===== config.mk =====
export PLATFORM = sky130hd
export DESIGN_NAME = lz77_stream_encoder
export DESIGN_NICKNAME = d
export VERILOG_FILES = /design/src/rtl/lz77_pkg.sv /design/src/rtl/lz77_match_cam.sv /design/src/rtl/lz77_stream_encoder.sv
export SDC_FILE = /design/constraint.sdc
export NUM_CORES = 1
export LEC_CHECK = 0
export ABC_AREA = 1
export ABC_CLOCK_PERIOD_IN_PS = 14500
export CELL_PAD_IN_SITES_DETAIL_PLACEMENT = 0
export CELL_PAD_IN_SITES_GLOBAL_PLACEMENT = 1
export CORE_AREA = 4 4 163 165
export DETAILED_ROUTE_END_ITERATION = 12
export DIE_AREA = 0 0 167 169
export HOLD_SLACK_MARGIN = 0.1
export PLACE_DENSITY_LB_ADDON = 0.1
export SLEW_MARGIN = 20
export SYNTH_ARGS = -nofsm -noshare
export SYNTH_HDL_FRONTEND = slang
export SYNTH_SLANG_ARGS = --single-unit

===== constraint.sdc =====
create_clock -name clk -period 14.5 [get_ports clk]
set_input_delay 2.175 -clock clk [delete_from_list [all_inputs] [get_ports clk]]
set_output_delay 2.175 -clock clk [all_outputs]
set_load 0.1 [all_outputs]

===== src/rtl/lz77_pkg.sv =====
`default_nettype none
// ============================================================================
//  Module   : lz77_pkg
//  Purpose  : Shared types and width helpers for the LZ77 stream encoder.
//             - state_e    : encoder control states
//             - ofs_width  : bits needed for an offset 1..WIN
//             - len_width  : bits needed for a length 0..MAX_LEN
//             - buf_depth  : depth of the short-run literal buffer
//  Revision : 1.0  initial release
// ============================================================================
package lz77_pkg;

  typedef enum logic [2:0] {
    S_SCAN   = 3'd0,  // accepting symbols, extending or starting runs
    S_DRAIN  = 3'd1,  // replaying a too-short run as literals
    S_REEVAL = 3'd2,  // re-processing the symbol that broke a run
    S_FLUSH  = 3'd3,  // waiting for the block's final token to leave
    S_FIN    = 3'd4   // finish pulse, history cleared
  } state_e;

  function automatic int ofs_width(input int win);
    return $clog2(win + 1);
  endfunction

  function automatic int len_width(input int max_len);
    return $clog2(max_len + 1);
  endfunction

  // A run shorter than MIN_MATCH holds at most MIN_MATCH-1 symbols; keep at
  // least one entry so the array never collapses to zero size.
  function automatic int buf_depth(input int min_match);
    return (min_match > 1) ? min_match - 1 : 1;
  endfunction

endpackage
`default_nettype wire


===== src/rtl/lz77_match_cam.sv =====
`default_nettype none
// ============================================================================
//  Module   : lz77_match_cam
//  Purpose  : History window and parallel comparator for the LZ77 encoder.
//             win[k] holds the symbol k+1 shifts ago; eq_o[d-1] flags that
//             the symbol d positions back equals sym_i and is part of the
//             current block. Also provides a lowest-index priority encoder
//             used to pick the shortest matching distance.
//  Ports    : clk, rst       clock, async active-high reset
//             shift_i        push sym_i into the window
//             clear_i        forget the block history (valid count -> 0)
//             sym_i          symbol under comparison
//             eq_o           per-distance equality vector (bit d-1 = dist d)
//             enc_vec_i      vector to priority-encode
//             enc_ofs_o      lowest set distance in enc_vec_i (0 if none)
//  Revision : 1.0  initial release
// ============================================================================
module lz77_match_cam #(
  parameter int DW    = 8,
  parameter int WIN   = 16,
  parameter int OFS_W = 5
) (
  input  logic             clk,
  input  logic             rst,
  input  logic             shift_i,
  input  logic             clear_i,
  input  logic [DW-1:0]    sym_i,
  output logic [WIN-1:0]   eq_o,
  input  logic [WIN-1:0]   enc_vec_i,
  output logic [OFS_W-1:0] enc_ofs_o
);

  localparam logic [OFS_W-1:0] c_win = OFS_W'(WIN);
  localparam logic [OFS_W-1:0] c_one = OFS_W'(1);

  logic [DW-1:0]    win_q [WIN];
  logic [OFS_W-1:0] cnt_q;   // symbols of the current block held, saturating

  always_ff @(posedge clk or posedge rst) begin
    if (rst) begin
      for (int k = 0; k < WIN; k++) win_q[k] <= '0;
      cnt_q <= '0;
    end else begin
      if (shift_i) begin
        win_q[0] <= sym_i;
        for (int k = 1; k < WIN; k++) win_q[k] <= win_q[k-1];
      end
      if (clear_i) begin
        cnt_q <= '0;
      end else if (shift_i && (cnt_q != c_win)) begin
        cnt_q <= cnt_q + c_one;
      end
    end
  end

  // Distance d is only eligible once d symbols of this block are stored, so
  // stale data from a previous block never matches.
  generate
    for (genvar d = 1; d <= WIN; d++) begin : g_cmp
      assign eq_o[d-1] = (cnt_q >= OFS_W'(d)) && (win_q[d-1] == sym_i);
    end
  endgenerate

  always_comb begin
    enc_ofs_o = '0;
    for (int k = WIN - 1; k >= 0; k--) begin
      if (enc_vec_i[k]) enc_ofs_o = OFS_W'(k + 1);
    end
  end

endmodule
`default_nettype wire


===== src/rtl/lz77_stream_encoder.sv =====
`default_nettype none
// ============================================================================
//  Module   : lz77_stream_encoder
//  Purpose  : LZ77 encoder. Consumes a ready/valid symbol stream delimited by
//             i_last and emits literal or (offset,length) tokens on a
//             ready/valid output, then pulses finish once per block.
//  Ports    : clk, rst       clock, async active-high reset
//             i_valid/i_ready/i_data/i_last   symbol input
//             o_valid/o_ready                 token handshake
//             o_is_match, o_literal, o_offset, o_length, o_last  token
//             finish         one-cycle pulse after the o_last handshake
//  Revision : 1.0  initial release
// ============================================================================
module lz77_stream_encoder
  import lz77_pkg::*;
#(
  parameter  int DW        = 8,
  parameter  int WIN       = 16,
  parameter  int MAX_LEN   = 15,
  parameter  int MIN_MATCH = 3,
  localparam int OFS_W     = ofs_width(WIN),
  localparam int LEN_W     = len_width(MAX_LEN)
) (
  input  logic             clk,
  input  logic             rst,
  input  logic             i_valid,
  output logic             i_ready,
  input  logic [DW-1:0]    i_data,
  input  logic             i_last,
  output logic             o_valid,
  input  logic             o_ready,
  output logic             o_is_match,
  output logic [DW-1:0]    o_literal,
  output logic [OFS_W-1:0] o_offset,
  output logic [LEN_W-1:0] o_length,
  output logic             o_last,
  output logic             finish
);

  localparam int P_D  = buf_depth(MIN_MATCH);
  localparam int PI_W = (P_D > 1) ? $clog2(P_D) : 1;

  localparam logic [LEN_W-1:0] c_one       = LEN_W'(1);
  localparam logic [LEN_W-1:0] c_max_len   = LEN_W'(MAX_LEN);
  localparam logic [LEN_W-1:0] c_min_match = LEN_W'(MIN_MATCH);
  localparam logic [LEN_W-1:0] c_push_lim  = LEN_W'(MIN_MATCH - 1);

  typedef struct packed {
    logic             is_match;
    logic [DW-1:0]    literal;
    logic [OFS_W-1:0] offset;
    logic [LEN_W-1:0] length;
    logic             last;
  } token_t;

  state_e           state_q, state_d;
  logic [LEN_W-1:0] len_q, len_d;          // current run length L
  logic [WIN-1:0]   m_q, m_d;              // surviving distances M
  logic [DW-1:0]    p_q [P_D];             // first symbols of a short run
  logic [DW-1:0]    p_d [P_D];
  logic [DW-1:0]    hold_c_q, hold_c_d;    // symbol that broke the run
  logic             hold_last_q, hold_last_d;
  logic [PI_W-1:0]  drain_idx_q, drain_idx_d;
  logic             drain_last_q, drain_last_d;
  token_t           tok_q, tok_d;
  logic             o_valid_q, o_valid_d;

  logic             w_out_free;
  logic [DW-1:0]    w_sym;
  logic             w_sym_last;
  logic             w_proc;
  logic [WIN-1:0]   w_e;
  logic [WIN-1:0]   w_m_and_e;
  logic             w_ext;
  logic [WIN-1:0]   w_enc_vec;
  logic [OFS_W-1:0] w_enc_ofs;
  logic [LEN_W-1:0] w_run_len;
  logic             w_drain_final;
  logic             w_shift;
  logic             w_clear;
  logic             w_close;
  logic             w_close_last;

  assign w_out_free = !o_valid_q || o_ready;
  assign i_ready    = !rst && (state_q == S_SCAN) && w_out_free;

  // In REEVAL the held breaking symbol is processed exactly like a fresh
  // accept; the window was not shifted for it, so its E vector is unchanged.
  assign w_sym      = (state_q == S_REEVAL) ? hold_c_q    : i_data;
  assign w_sym_last = (state_q == S_REEVAL) ? hold_last_q : i_last;
  assign w_proc     = ((state_q == S_SCAN) && i_valid && i_ready) ||
                      ((state_q == S_REEVAL) && w_out_free);

  assign w_m_and_e  = m_q & w_e;
  assign w_ext      = (len_q != '0) && (|w_m_and_e) && (len_q < c_max_len);

  // Run being closed: a new 1-symbol run, an extended run, or the run as-is.
  assign w_enc_vec  = (len_q == '0) ? w_e : (w_ext ? w_m_and_e : m_q);
  assign w_run_len  = (len_q == '0) ? c_one : (w_ext ? len_q + c_one : len_q);

  assign w_drain_final = ((LEN_W'(drain_idx_q) + c_one) == len_q);

  lz77_match_cam #(
    .DW    (DW),
    .WIN   (WIN),
    .OFS_W (OFS_W)
  ) u_cam (
    .clk       (clk),
    .rst       (rst),
    .shift_i   (w_shift),
    .clear_i   (w_clear),
    .sym_i     (w_sym),
    .eq_o      (w_e),
    .enc_vec_i (w_enc_vec),
    .enc_ofs_o (w_enc_ofs)
  );

  always_comb begin
    state_d      = state_q;
    len_d        = len_q;
    m_d          = m_q;
    p_d          = p_q;
    hold_c_d     = hold_c_q;
    hold_last_d  = hold_last_q;
    drain_idx_d  = drain_idx_q;
    drain_last_d = drain_last_q;
    tok_d        = tok_q;
    o_valid_d    = o_valid_q && !o_ready;
    w_shift      = 1'b0;
    w_clear      = 1'b0;
    w_close      = 1'b0;
    w_close_last = 1'b0;

    unique case (state_q)
      S_SCAN, S_REEVAL: begin
        if (w_proc) begin
          if ((len_q == '0) && !(|w_e)) begin
            // No history hit: plain literal.
            w_shift       = 1'b1;
            tok_d         = '0;
            tok_d.literal = w_sym;
            tok_d.last    = w_sym_last;
            o_valid_d     = 1'b1;
            state_d       = w_sym_last ? S_FLUSH : S_SCAN;
          end else if ((len_q == '0) || w_ext) begin
            // Start or extend a run; no token yet.
            w_shift = 1'b1;
            len_d   = w_run_len;
            if (len_q == '0) begin
              m_d    = w_e;
              p_d[0] = w_sym;
            end else begin
              m_d = w_m_and_e;
              if (len_q < c_push_lim) p_d[PI_W'(len_q)] = w_sym;
            end
            if (w_sym_last) begin
              w_close      = 1'b1;
              w_close_last = 1'b1;
            end else begin
              state_d = S_SCAN;
            end
          end else begin
            // Run broken: close it and keep the symbol for re-evaluation.
            hold_c_d    = w_sym;
            hold_last_d = w_sym_last;
            w_close     = 1'b1;
          end
        end
      end

      S_DRAIN: begin
        if (w_out_free) begin
          tok_d         = '0;
          tok_d.literal = p_q[drain_idx_q];
          o_valid_d     = 1'b1;
          drain_idx_d   = drain_idx_q + PI_W'(1);
          if (w_drain_final) begin
            tok_d.last = drain_last_q;
            len_d      = '0;
            m_d        = '0;
            state_d    = drain_last_q ? S_FLUSH : S_REEVAL;
          end
        end
      end

      S_FLUSH: begin
        if (w_out_free) state_d = S_FIN;
      end

      S_FIN: begin
        w_clear = 1'b1;
        len_d   = '0;
        m_d     = '0;
        state_d = S_SCAN;
      end

      default: state_d = S_SCAN;
    endcase

    if (w_close) begin
      if (w_run_len >= c_min_match) begin
        tok_d          = '0;
        tok_d.is_match = 1'b1;
        tok_d.offset   = w_enc_ofs;
        tok_d.length   = w_run_len;
        tok_d.last     = w_close_last;
        o_valid_d      = 1'b1;
        len_d          = '0;
        m_d            = '0;
        state_d        = w_close_last ? S_FLUSH : S_REEVAL;
      end else begin
        // len_d already holds the short run length; replay it from P.
        drain_idx_d  = '0;
        drain_last_d = w_close_last;
        state_d      = S_DRAIN;
      end
    end
  end

  always_ff @(posedge clk or posedge rst) begin
    if (rst) begin
      state_q      <= S_SCAN;
      len_q        <= '0;
      m_q          <= '0;
      for (int k = 0; k < P_D; k++) p_q[k] <= '0;
      hold_c_q     <= '0;
      hold_last_q  <= 1'b0;
      drain_idx_q  <= '0;
      drain_last_q <= 1'b0;
      tok_q        <= '0;
      o_valid_q    <= 1'b0;
    end else begin
      state_q      <= state_d;
      len_q        <= len_d;
      m_q          <= m_d;
      p_q          <= p_d;
      hold_c_q     <= hold_c_d;
      hold_last_q  <= hold_last_d;
      drain_idx_q  <= drain_idx_d;
      drain_last_q <= drain_last_d;
      tok_q        <= tok_d;
      o_valid_q    <= o_valid_d;
    end
  end

  assign o_valid    = o_valid_q;
  assign o_is_match = tok_q.is_match;
  assign o_literal  = tok_q.literal;
  assign o_offset   = tok_q.offset;
  assign o_length   = tok_q.length;
  assign o_last     = tok_q.last;
  assign finish     = (state_q == S_FIN);

endmodule
`default_nettype wire


==> flow_metrics.tcl, run 1 <==
set metrics [dict create \
    drive_gt1_frac 0.0610 \
    required_ps 14930 \
    syn_to_final_growth_pct 9.92 \
    grt_use_total 0.284 \
    cts.sinks 203 \
    hold_viol 0 \
    port_buffers 34 \
    dp_slack_ps 7680 \
    grt-ovfl-total 0 \
    relSlewSlack 0.344 \
    cts_root_buf "clkbuf_16" \
    clk_latency_ps 530 \
    irDropWorstVdd_uv 140 \
    final_cell_mix "572 x nand2_1, 203 x dfrtp_1, 200 x inv_1" \
    n_fill_cell 2530 \
    wl_um 40100 \
    rows 58 \
    htreeDepth 1 \
    die_w_um 167 \
    yosysSeqAreaShare 0.418 \
    maxCapViolCount 0 \
    cts_tree "done" \
    min_period_ps 6380 \
    clk_pin_slew_ps 60 \
    setup_ws_ps 8120 \
    drv_slew 0 \
    tightest_slew_ps 980 \
    startpoint_type "primary input" \
    yosysWarnings 0 \
    die_y_um 169 \
    drc 0 \
    post_cts_resized 0 \
    leakage_nw 6.58 \
    viasPerCell 5.52 \
    wire_per_inst_um 19.4 \
    synth_cells 1721 \
    avgSynthCellArea_um2 7.05 \
    finalSetupViolations 0 \
    dpl.hpwl_um 28800 \
    numCtsBuffers 25 \
    synth_edf_count 0 \
    synthFlopType "dfrtp_1" \
    run_status "finished clean" \
    arrival_ps 6810 \
    grt_pass1_vias 10800 \
    diodes 0 \
    dieArea_um2 28200 \
    core_um2 25000 \
    ys_ff_latch 203 \
    mostFrequentLayoutCell "nand2_1" \
    clock_path_buffers 3 \
    hold_buffers 0 \
    vias 11400 \
    finClkSkew_ps 9.58 \
    crit_path_end_kind "register" \
    dr.first_iter.drc_count 1372 \
    timing.fmax_ghz 0.157 \
    hold_path.class "register to register" \
    first_pass_iters 5 \
    gp_congestion 0.936 \
    io_pins 35 \
    rsz0062_at_grt "false" \
    synth_nets 1740 \
    nNetsFinal 1737 \
    grt_pass1_wl_um 63400 \
    period_share 0.440 \
    synth_area_um2 12100 \
    path_max_fanout 32 \
    power.density_nw_per_um2 247 \
    async_flop_share 1.00 \
    grt_antenna_before_repair 0 \
    ant_nets 0 \
    yosysUniqueCellTypes 47 \
    worstSetupPathType "primary input to register" \
    fin_tns_setup_ps 0 \
    grt_max_degree 225 \
    start_util 0.485 \
    postCtsSetupRepairBufs 0 \
]
==> cell usage after synthesis (2+ instances only) <==
library cell    n  share of area
nand3_1       163          0.067
a31oi_1         6         0.0031
buf_6          15          0.014
nor4_1          4         0.0021
o211ai_1       11         0.0068
nand2_1       572           0.18
clkbuf_1       25         0.0077
xor2_1         15          0.011
nand3_4         6         0.0087
o32ai_1         7         0.0051
o22ai_1         3         0.0015
o21ai_0       180          0.074
inv_2           3        0.00093
a221oi_1        3         0.0022
ha_1            6         0.0062
nor2_1        131          0.041
buf_4           8         0.0049
o21ai_1        16         0.0066
nand3_2         3         0.0025
a21oi_1        25          0.010
inv_1         201          0.062
nor3_1         10         0.0041
nand2_4         7         0.0065
dfrtp_1       203           0.42
nand4_1        11         0.0057
clkinv_1        3        0.00093
or2_2           2         0.0010
o2111ai_1       2         0.0014
o221ai_1       15          0.011
buf_2          26          0.011
nand2_2        22          0.011
o31ai_1         2         0.0012
==> cell type report <==
class	instances	area, um^2	share of cell area
timing repair buffer	44	428	0.0321
multi-input combinational	1237	5850	0.438
sequential	203	5080	0.381
inverter	207	785	0.0588
clock buffer	33	696	0.0521
clock inverter	13	96.3	0.00722
tap	330	413	0.0309
==> power by group <==
part | internal [W] | leakage, nW | switching, W | total (W)
clock network | 0.000355 | 0.399 | 0.000256 | 0.000611
logic | 0.000457 | 3.53 | 0.00120 | 0.00165
registers | 0.000808 | 2.64 | 0.000227 | 0.00103
==> worst max-delay path, cell delays in order <==
cell and delay [ps]:
clkdlybuf4s50_1 480, nand2_2 110, nand2_1 530, o211ai_1 420
nor2_1 100, nand2_1 90, nand2_1 60, nor2_1 140
nand4_1 90, nor4_1 520, nand2_1 190, nand2_1 610
nor2_1 170, nand2_2 530, inv_2 290, a221oi_1 290
==> final timing paths <==
kind                                   from               to  slack [ps]  cells past startpoint
max                               i_data[1]         len_q[1]        8120                     16
min                        u_cam.win_q[105]  u_cam.win_q[97]         480                      2
max reg2reg                      state_q[0]         len_q[1]        8730                     18
min reg2reg                u_cam.win_q[105]  u_cam.win_q[97]         480                      2
max in group asynchronous               rst  u_cam.win_q[72]       10300                      4
min in group asynchronous               rst           p_q[7]        2190                      2
==> per-stage QoR <==
stage	instances	utilization	hold WS [ps]	instance area [um^2]	total power, W
floorplan	1721	-	448	12100	0.00220
global placement	2021	0.501	462	12600	0.00266
detailed placement	2021	0.501	467	12600	0.00267
CTS	2067	0.533	475	13300	0.00329
global route	2067	0.533	499	13300	0.00355
finish	2067	0.533	479	13300	0.00330
==> state kept, by name, indices dropped and copies added (netlist names), 3 cells and up <==
register     cells
o_length         4
p_q             16
m_q             16
o_offset         5
u_cam.cnt_q      5
len_q            4
u_cam.win_q    128
o_literal        8
hold_c_q         8
state_q          3
==> per-layer routing <==
metal | routed length, um | part of all wire | track usage
met1 | 18200 | 0.45 | 0.410
met2 | 18100 | 0.45 | 0.452
met3 | 2510 | 0.063 | 0.0318
met4 | 1330 | 0.033 | 0.0864
met5 | 0 | 0 | 0
==> cell families (layout without fill, tap and decap cells) <==
logic type	Yosys count	count (layout)	synth area share
xor gates and xnor gates	16	16	0.0122
adders and majority gates	6	6	0.00618
DFF	203	203	0.418
buffers and inverters	281	297	0.101
AOI/OAI and AO/OA	279	279	0.131
and+or+nand+nor	936	936	0.331
(Power assumes the default switching activity.)
==> run 2: changes to the inputs <==
--- a/config.mk
+++ b/config.mk
@@ -6,12 +6,12 @@
 export NUM_CORES = 1
 export LEC_CHECK = 0
 export ABC_AREA = 1
-export ABC_CLOCK_PERIOD_IN_PS = 14500
+export ABC_CLOCK_PERIOD_IN_PS = 5600
 export CELL_PAD_IN_SITES_DETAIL_PLACEMENT = 0
 export CELL_PAD_IN_SITES_GLOBAL_PLACEMENT = 1
-export CORE_AREA = 4 4 163 165
+export CORE_AREA = 4 4 178 180
 export DETAILED_ROUTE_END_ITERATION = 12
-export DIE_AREA = 0 0 167 169
+export DIE_AREA = 0 0 182 184
 export HOLD_SLACK_MARGIN = 0.1
 export PLACE_DENSITY_LB_ADDON = 0.1
 export SLEW_MARGIN = 20
==> constraint.sdc (replaced) <==
create_clock -name clk -period 5.6 [get_ports clk]
set_input_delay 0.84 -clock clk [delete_from_list [all_inputs] [get_ports clk]]
set_output_delay 0.84 -clock clk [all_outputs]
set_load 0.1 [all_outputs]
==> run 2 against run 1 <==
Clock power grew to 3.3 times the previous value. Count of clock-buffer cells in the layout grew 2. First-iteration DRC count down 30%. Critical path depth increased by 8. Combinational power rose to 2.6 times the previous value. Clock skew is 5.6 ps higher. Routed wire length is 5.1% higher. Sequential cell count unchanged. Die area up 19%. Largest power group unchanged. Highest routed layer unchanged.
==> flow_metrics.tcl, run 2 (synthesis results as in run 1) <==
set metrics [dict create \
    grt_pass1_wl_um 65600 \
    vias 11200 \
    dpl.hpwl_um 31300 \
    diodes 0 \
    finalPower_w 0.00901 \
    path_max_fanout 24 \
    io_pins 35 \
    rows 64 \
    irDropWorstVdd_uv 309 \
    grt_use_total 0.252 \
    run_status "finished clean" \
    cts.sinks 203 \
    nNetsFinal 1749 \
    finClkSkew_ps 15.2 \
    power_frac_seq 0.298 \
    syn_to_final_growth_pct 13.1 \
    port_buffers 34 \
    required_ps 6020 \
    viasPerCell 5.23 \
    swShare 0.489 \
    max_flop_register "u_cam.win_q" \
    worstSetupPathType "register to register" \
    arrival_ps 5290 \
    final-seq-area_um2 5080 \
    dp_slack_ps 757 \
    clkPwrFrac 0.221 \
    n_fill_cell 3149 \
    htreeDepth 1 \
    relSlewSlack 0.341 \
    cts_tree "done" \
    drc 0 \
    postCtsSetupRepairBufs 0 \
    timing.fmax_ghz 0.205 \
    clk_pin_slew_ps 60 \
    power_switching_w 0.00441 \
    gp_congestion 0.902 \
    leakage_nw 6.72 \
    post_cts_resized 0 \
    numCtsBuffers 26 \
    die_y_um 184 \
    mostFrequentLayoutCell "nand2_1" \
    wl_um 42100 \
    finalSetupViolations 0 \
    grt_pass1_vias 10900 \
    drive_gt1_frac 0.0663 \
    setup_ws_ps 729 \
    clk_latency_ps 540 \
    maxCapViolCount 0 \
    internal_power_w 0.00460 \
    wire_per_inst_um 19.6 \
    drv_slew 0 \
    hold_buffers 0 \
    dr.first_iter.drc_count 964 \
    die_w_um 182 \
    grt-ovfl-total 0 \
    grt_max_degree 80 \
    cts_root_buf "clkbuf_16" \
    hold_viol 0 \
    power.density_nw_per_um2 656 \
    clock_path_buffers 3 \
    ant_nets 0 \
    core_um2 30200 \
    min_period_ps 4870 \
    period_share 0.870 \
    largest_reg_flops 128 \
    p_comb_frac 0.481 \
    first_pass_iters 6 \
    hold_path.class "register to register" \
    reg_top3 "u_cam.win_q: 128 flops, m_q: 16 flops, p_q: 16 flops" \
    startpoint_type "register" \
    dieArea_um2 33500 \
    crit_path_end_kind "register" \
    fin_tns_setup_ps 0 \
    grt_antenna_before_repair 0 \
    tightest_slew_ps 985 \
    multi_input_comb_area_um2 5840 \
    whs_ps 474 \
    start_util 0.402 \
    rsz0062_at_grt "false" \
    final_cell_mix "572 x nand2_1, 203 x dfrtp_1, 200 x inv_1" \
]
==> run 2: cell count changes in the layout (fill, tap and decap cells not counted) <==
cell,delta
buf_4,+10
inv_8,-1
nor2_1,+1
clkinv_4,+1
clkinv_2,-8
nor3_2,-1
inv_6,-1
nor3_1,+1
buf_12,+1
clkinvlp_4,+1
bufinv_16,+7
clkbuf_16,+2
nor2_2,-1
==> run 2: metal layers <==
metal  vias up  global-route usage  share of wire
li1       5556                   -              -
met1      5273               0.357           0.46
met2       329               0.407           0.46
met3        54              0.0273          0.054
met4         0              0.0808          0.034
met5         -                   0              0
==> run 2: power groups by stage <==
stage / Sequential [W] / Clock [W] / Combinational, W
2_1_floorplan: 0.00289 / 0 / 0.00281
3_3_place_gp: 0.00270 / 0 / 0.00431
3_5_place_dp: 0.00269 / 0 / 0.00433
4_1_cts: 0.00268 / 0.00202 / 0.00434
5_1_grt: 0.00277 / 0.00208 / 0.00488
6_report: 0.00269 / 0.00199 / 0.00434
==> run 2: per-stage QoR <==
step / instances / area (um^2) / utilization
6_report: 2145 / 13700 / 0.455
5_1_grt: 2145 / 13700 / 0.455
4_1_cts: 2145 / 13700 / 0.455
3_5_place_dp: 2098 / 12700 / 0.421
3_3_place_gp: 2098 / 12700 / 0.421
2_1_floorplan: 1721 / 12100 / -
==> run 2: worst paths after layout <==
path                                  from  slack (ps)                to  cells after the start
worst max-delay path            state_q[1]         730       o_offset[1]                     24
worst min-delay path            o_is_match         470        o_is_match                      2
worst max register to register  state_q[1]         730       o_offset[1]                     24
worst min register to register  o_is_match         470        o_is_match                      2
max in group asynchronous              rst        2550  u_cam.win_q[100]                      4
min in group asynchronous              rst         840           o_valid                      2
==> run 2: layout make-up <==
type,count,area share
inverters,207,0.0569
well taps,396,0.0361
flip-flops and latches,203,0.370
multi-input cells,1237,0.425
repair buffers,55,0.0381
clock inverters,12,0.0194
clock buffers,35,0.0543
==> run 2: critical path, cell delays in order, from the launching register on <==
cell     delay, ps
dfrtp_1        920
buf_4          400
nand3_1        150
nand2_1        640
nand2_1        100
nand2_1        100
nor2_1          40
nand2_1         70
nor2_1          90
nand3_1         80
nand2_1         70
nor2_1         140
nand2_1         80
inv_1           60
nand2_1         60
nand2_2         90
nand2_2        250
a21oi_1        330
inv_1           80
nand2_1         70
nand3_1        100
nand2_2        190
buf_4          310
nor2_1          90
a32o_1         220
==> run 3: changes to the inputs <==
--- a/config.mk
+++ b/config.mk
@@ -9,9 +9,9 @@
 export ABC_CLOCK_PERIOD_IN_PS = 5600
 export CELL_PAD_IN_SITES_DETAIL_PLACEMENT = 0
 export CELL_PAD_IN_SITES_GLOBAL_PLACEMENT = 1
-export CORE_AREA = 4 4 178 180
+export CORE_AREA = 5 5 160 201
 export DETAILED_ROUTE_END_ITERATION = 12
-export DIE_AREA = 0 0 182 184
+export DIE_AREA = 0 0 165 206
 export HOLD_SLACK_MARGIN = 0.1
 export PLACE_DENSITY_LB_ADDON = 0.1
 export SLEW_MARGIN = 20
==> constraint.sdc (replaced) <==
create_clock -name clk -period 5.6 [get_ports clk]
set_input_delay 0.56 -clock clk [delete_from_list [all_inputs] [get_ports clk]]
set_output_delay 0.56 -clock clk [all_outputs]
set_load 0.1 [all_outputs]
==> run 3 against run 2 <==
Register-to-register slack got worse by 300 ps. Sequential share of layout area increased by 0.46 points. Critical endpoint is now p_q[2]. Clock skew increased by 14 ps.
==> flow_metrics.tcl, run 3 (synthesis results as in run 1) <==
set metrics [dict create \
    period_share 0.923 \
    rows 71 \
    core_um2 29800 \
    fin_tns_setup_ps 0 \
    maxCapViolCount 0 \
    finalPower_w 0.00873 \
    arrival_ps 5530 \
    power_switching_w 0.00442 \
    worstSetupPathType "register to register" \
    tightest_slew_ps 1000 \
    reg_top3 "u_cam.win_q: 128 flops, m_q: 16 flops, p_q: 16 flops" \
    vias 11300 \
    dr.first_iter.drc_count 940 \
    wl_um 42900 \
    finalSetupViolations 0 \
    htreeDepth 1 \
    mostFrequentLayoutCell "nand2_1" \
    clock_path_buffers 3 \
    irDropWorstVdd_uv 384 \
    cpMostUsedCell "nand2_1" \
    grt_use_total 0.257 \
    path_max_fanout 21 \
    die_y_um 206 \
    hold_path.class "register to register" \
    grt_antenna_before_repair 0 \
    p_comb_frac 0.494 \
    io_pins 35 \
    relSlewSlack 0.332 \
    power.density_nw_per_um2 644 \
    final_cell_mix "572 x nand2_1, 203 x dfrtp_1, 200 x inv_1" \
    wire_per_inst_um 20.0 \
    required_ps 5960 \
    slowest_delay_ps 1000 \
    cts_tree "done" \
    grt_pass1_vias 10900 \
    drc 0 \
    clk_latency_ps 560 \
    rsz0062_at_grt "false" \
    leakage_nw 6.63 \
    internal_power_w 0.00431 \
    diodes 0 \
    largest_reg_flops 128 \
    port_buffers 34 \
    grt-ovfl-total 0 \
    viasPerCell 5.26 \
    path_delay_family "simple AND/OR/NAND/NOR gates" \
    cts.sinks 203 \
    power_frac_seq 0.311 \
    die_w_um 165 \
    drive_gt1_frac 0.0659 \
    crit_path_end_kind "register" \
    dieArea_um2 34000 \
    hold_viol 0 \
    n_fill_cell 3178 \
    numCtsBuffers 24 \
    drv_slew 0 \
    multi_input_comb_area_um2 5840 \
    dpl.hpwl_um 31700 \
    timing.fmax_ghz 0.194 \
    clk_pin_slew_ps 70 \
    post_cts_resized 0 \
    cts_root_buf "clkbuf_16" \
    postCtsSetupRepairBufs 0 \
    start_util 0.407 \
    path_cells "buf_4 > nand3_1 > nand2_1 > nand2_1 > nand2_1 > nand3_1 > nor2_1 > nand3_1 > nand2_1 > inv_1 > nand2_1 > nor2_1 > nand2_1 > nand2_2 > nand2_2 > inv_2 > nor2_4 > nand2_1 > nand2_1 > o21ai_0" \
    grt_max_degree 126 \
    final-seq-area_um2 5080 \
    grt_pass1_wl_um 66000 \
    hold_buffers 0 \
    worst_path_max_delay_cell "dfrtp_1" \
    first_pass_iters 5 \
    min_period_ps 5170 \
    nNetsFinal 1746 \
    run_status "finished clean" \
    max_flop_register "u_cam.win_q" \
    crit_buf_inv 3 \
    finClkSkew_ps 29.3 \
    syn_to_final_growth_pct 11.7 \
    startpoint_type "register" \
    clkPwrFrac 0.195 \
    swShare 0.507 \
    gp_congestion 0.923 \
    ant_nets 0 \
]
[run 3: cell types whose count changed in the layout (fill, tap and decap cells not counted), sizes merged]
cell | before | now
bufinv | 8 | 3
buf | 21 | 20
clkinvlp | 2 | 4
clkbuf | 35 | 31
clkinv | 6 | 10
[run 3: area by class of cell]
type / instances / area share
Multi-Input combinational cell: 1237 / 0.431
Inverter: 207 / 0.0576
Timing Repair Buffer: 54 / 0.0380
Sequential cell: 203 / 0.375
Tap cell: 401 / 0.0370
Clock buffer: 31 / 0.0506
Clock inverter: 13 / 0.0117
[run 3: stage by stage]
stage	util	hold WS (ps)	instances	setup slack, ps	cell area [um^2]
2_1_floorplan	-	448	1721	653	12100
3_3_place_gp	0.426	454	2102	426	12700
3_5_place_dp	0.426	458	2102	458	12700
4_1_cts	0.454	485	2146	433	13600
5_1_grt	0.454	514	2146	69.9	13600
6_report	0.454	485	2146	433	13600
[run 3: tightest hold or removal path: stages (launching register included)]
cell and delay [ps]:
dfrtp_1 340, nand2_1 60, nand2_1 50
[run 3: worst paths after layout]
check / slack [ps] / start / depth (start not counted) / end
min in group asynchronous: 510 / rst / 2 / o_last
setup reg to reg: 430 / state_q[1] / 20 / p_q[2]
setup / recovery: 430 / state_q[1] / 20 / p_q[2]
hold reg to reg: 490 / o_is_match / 2 / o_is_match
max in group asynchronous: 3100 / rst / 4 / u_cam.win_q[87]
hold / removal: 490 / o_is_match / 2 / o_is_match
[run 3: power groups by stage]
stage | combinational [W] | clock, W | sequential (W)
after floorplan | 0.00281 | 0 | 0.00289
after global placement | 0.00430 | 0 | 0.00272
after detailed placement | 0.00431 | 0 | 0.00271
after CTS | 0.00432 | 0.00173 | 0.00270
after global routing | 0.00482 | 0.00179 | 0.00279
final | 0.00432 | 0.00170 | 0.00271
[run 3: layer usage]
layer  routed length, um  vias to the layer above  track usage
met3                1910                       75       0.0289
met5                   0                        -            0
met2               20800                      266        0.432
li1                    -                     5544            -
met1               18500                     5408        0.339
met4                1720                        0       0.0963
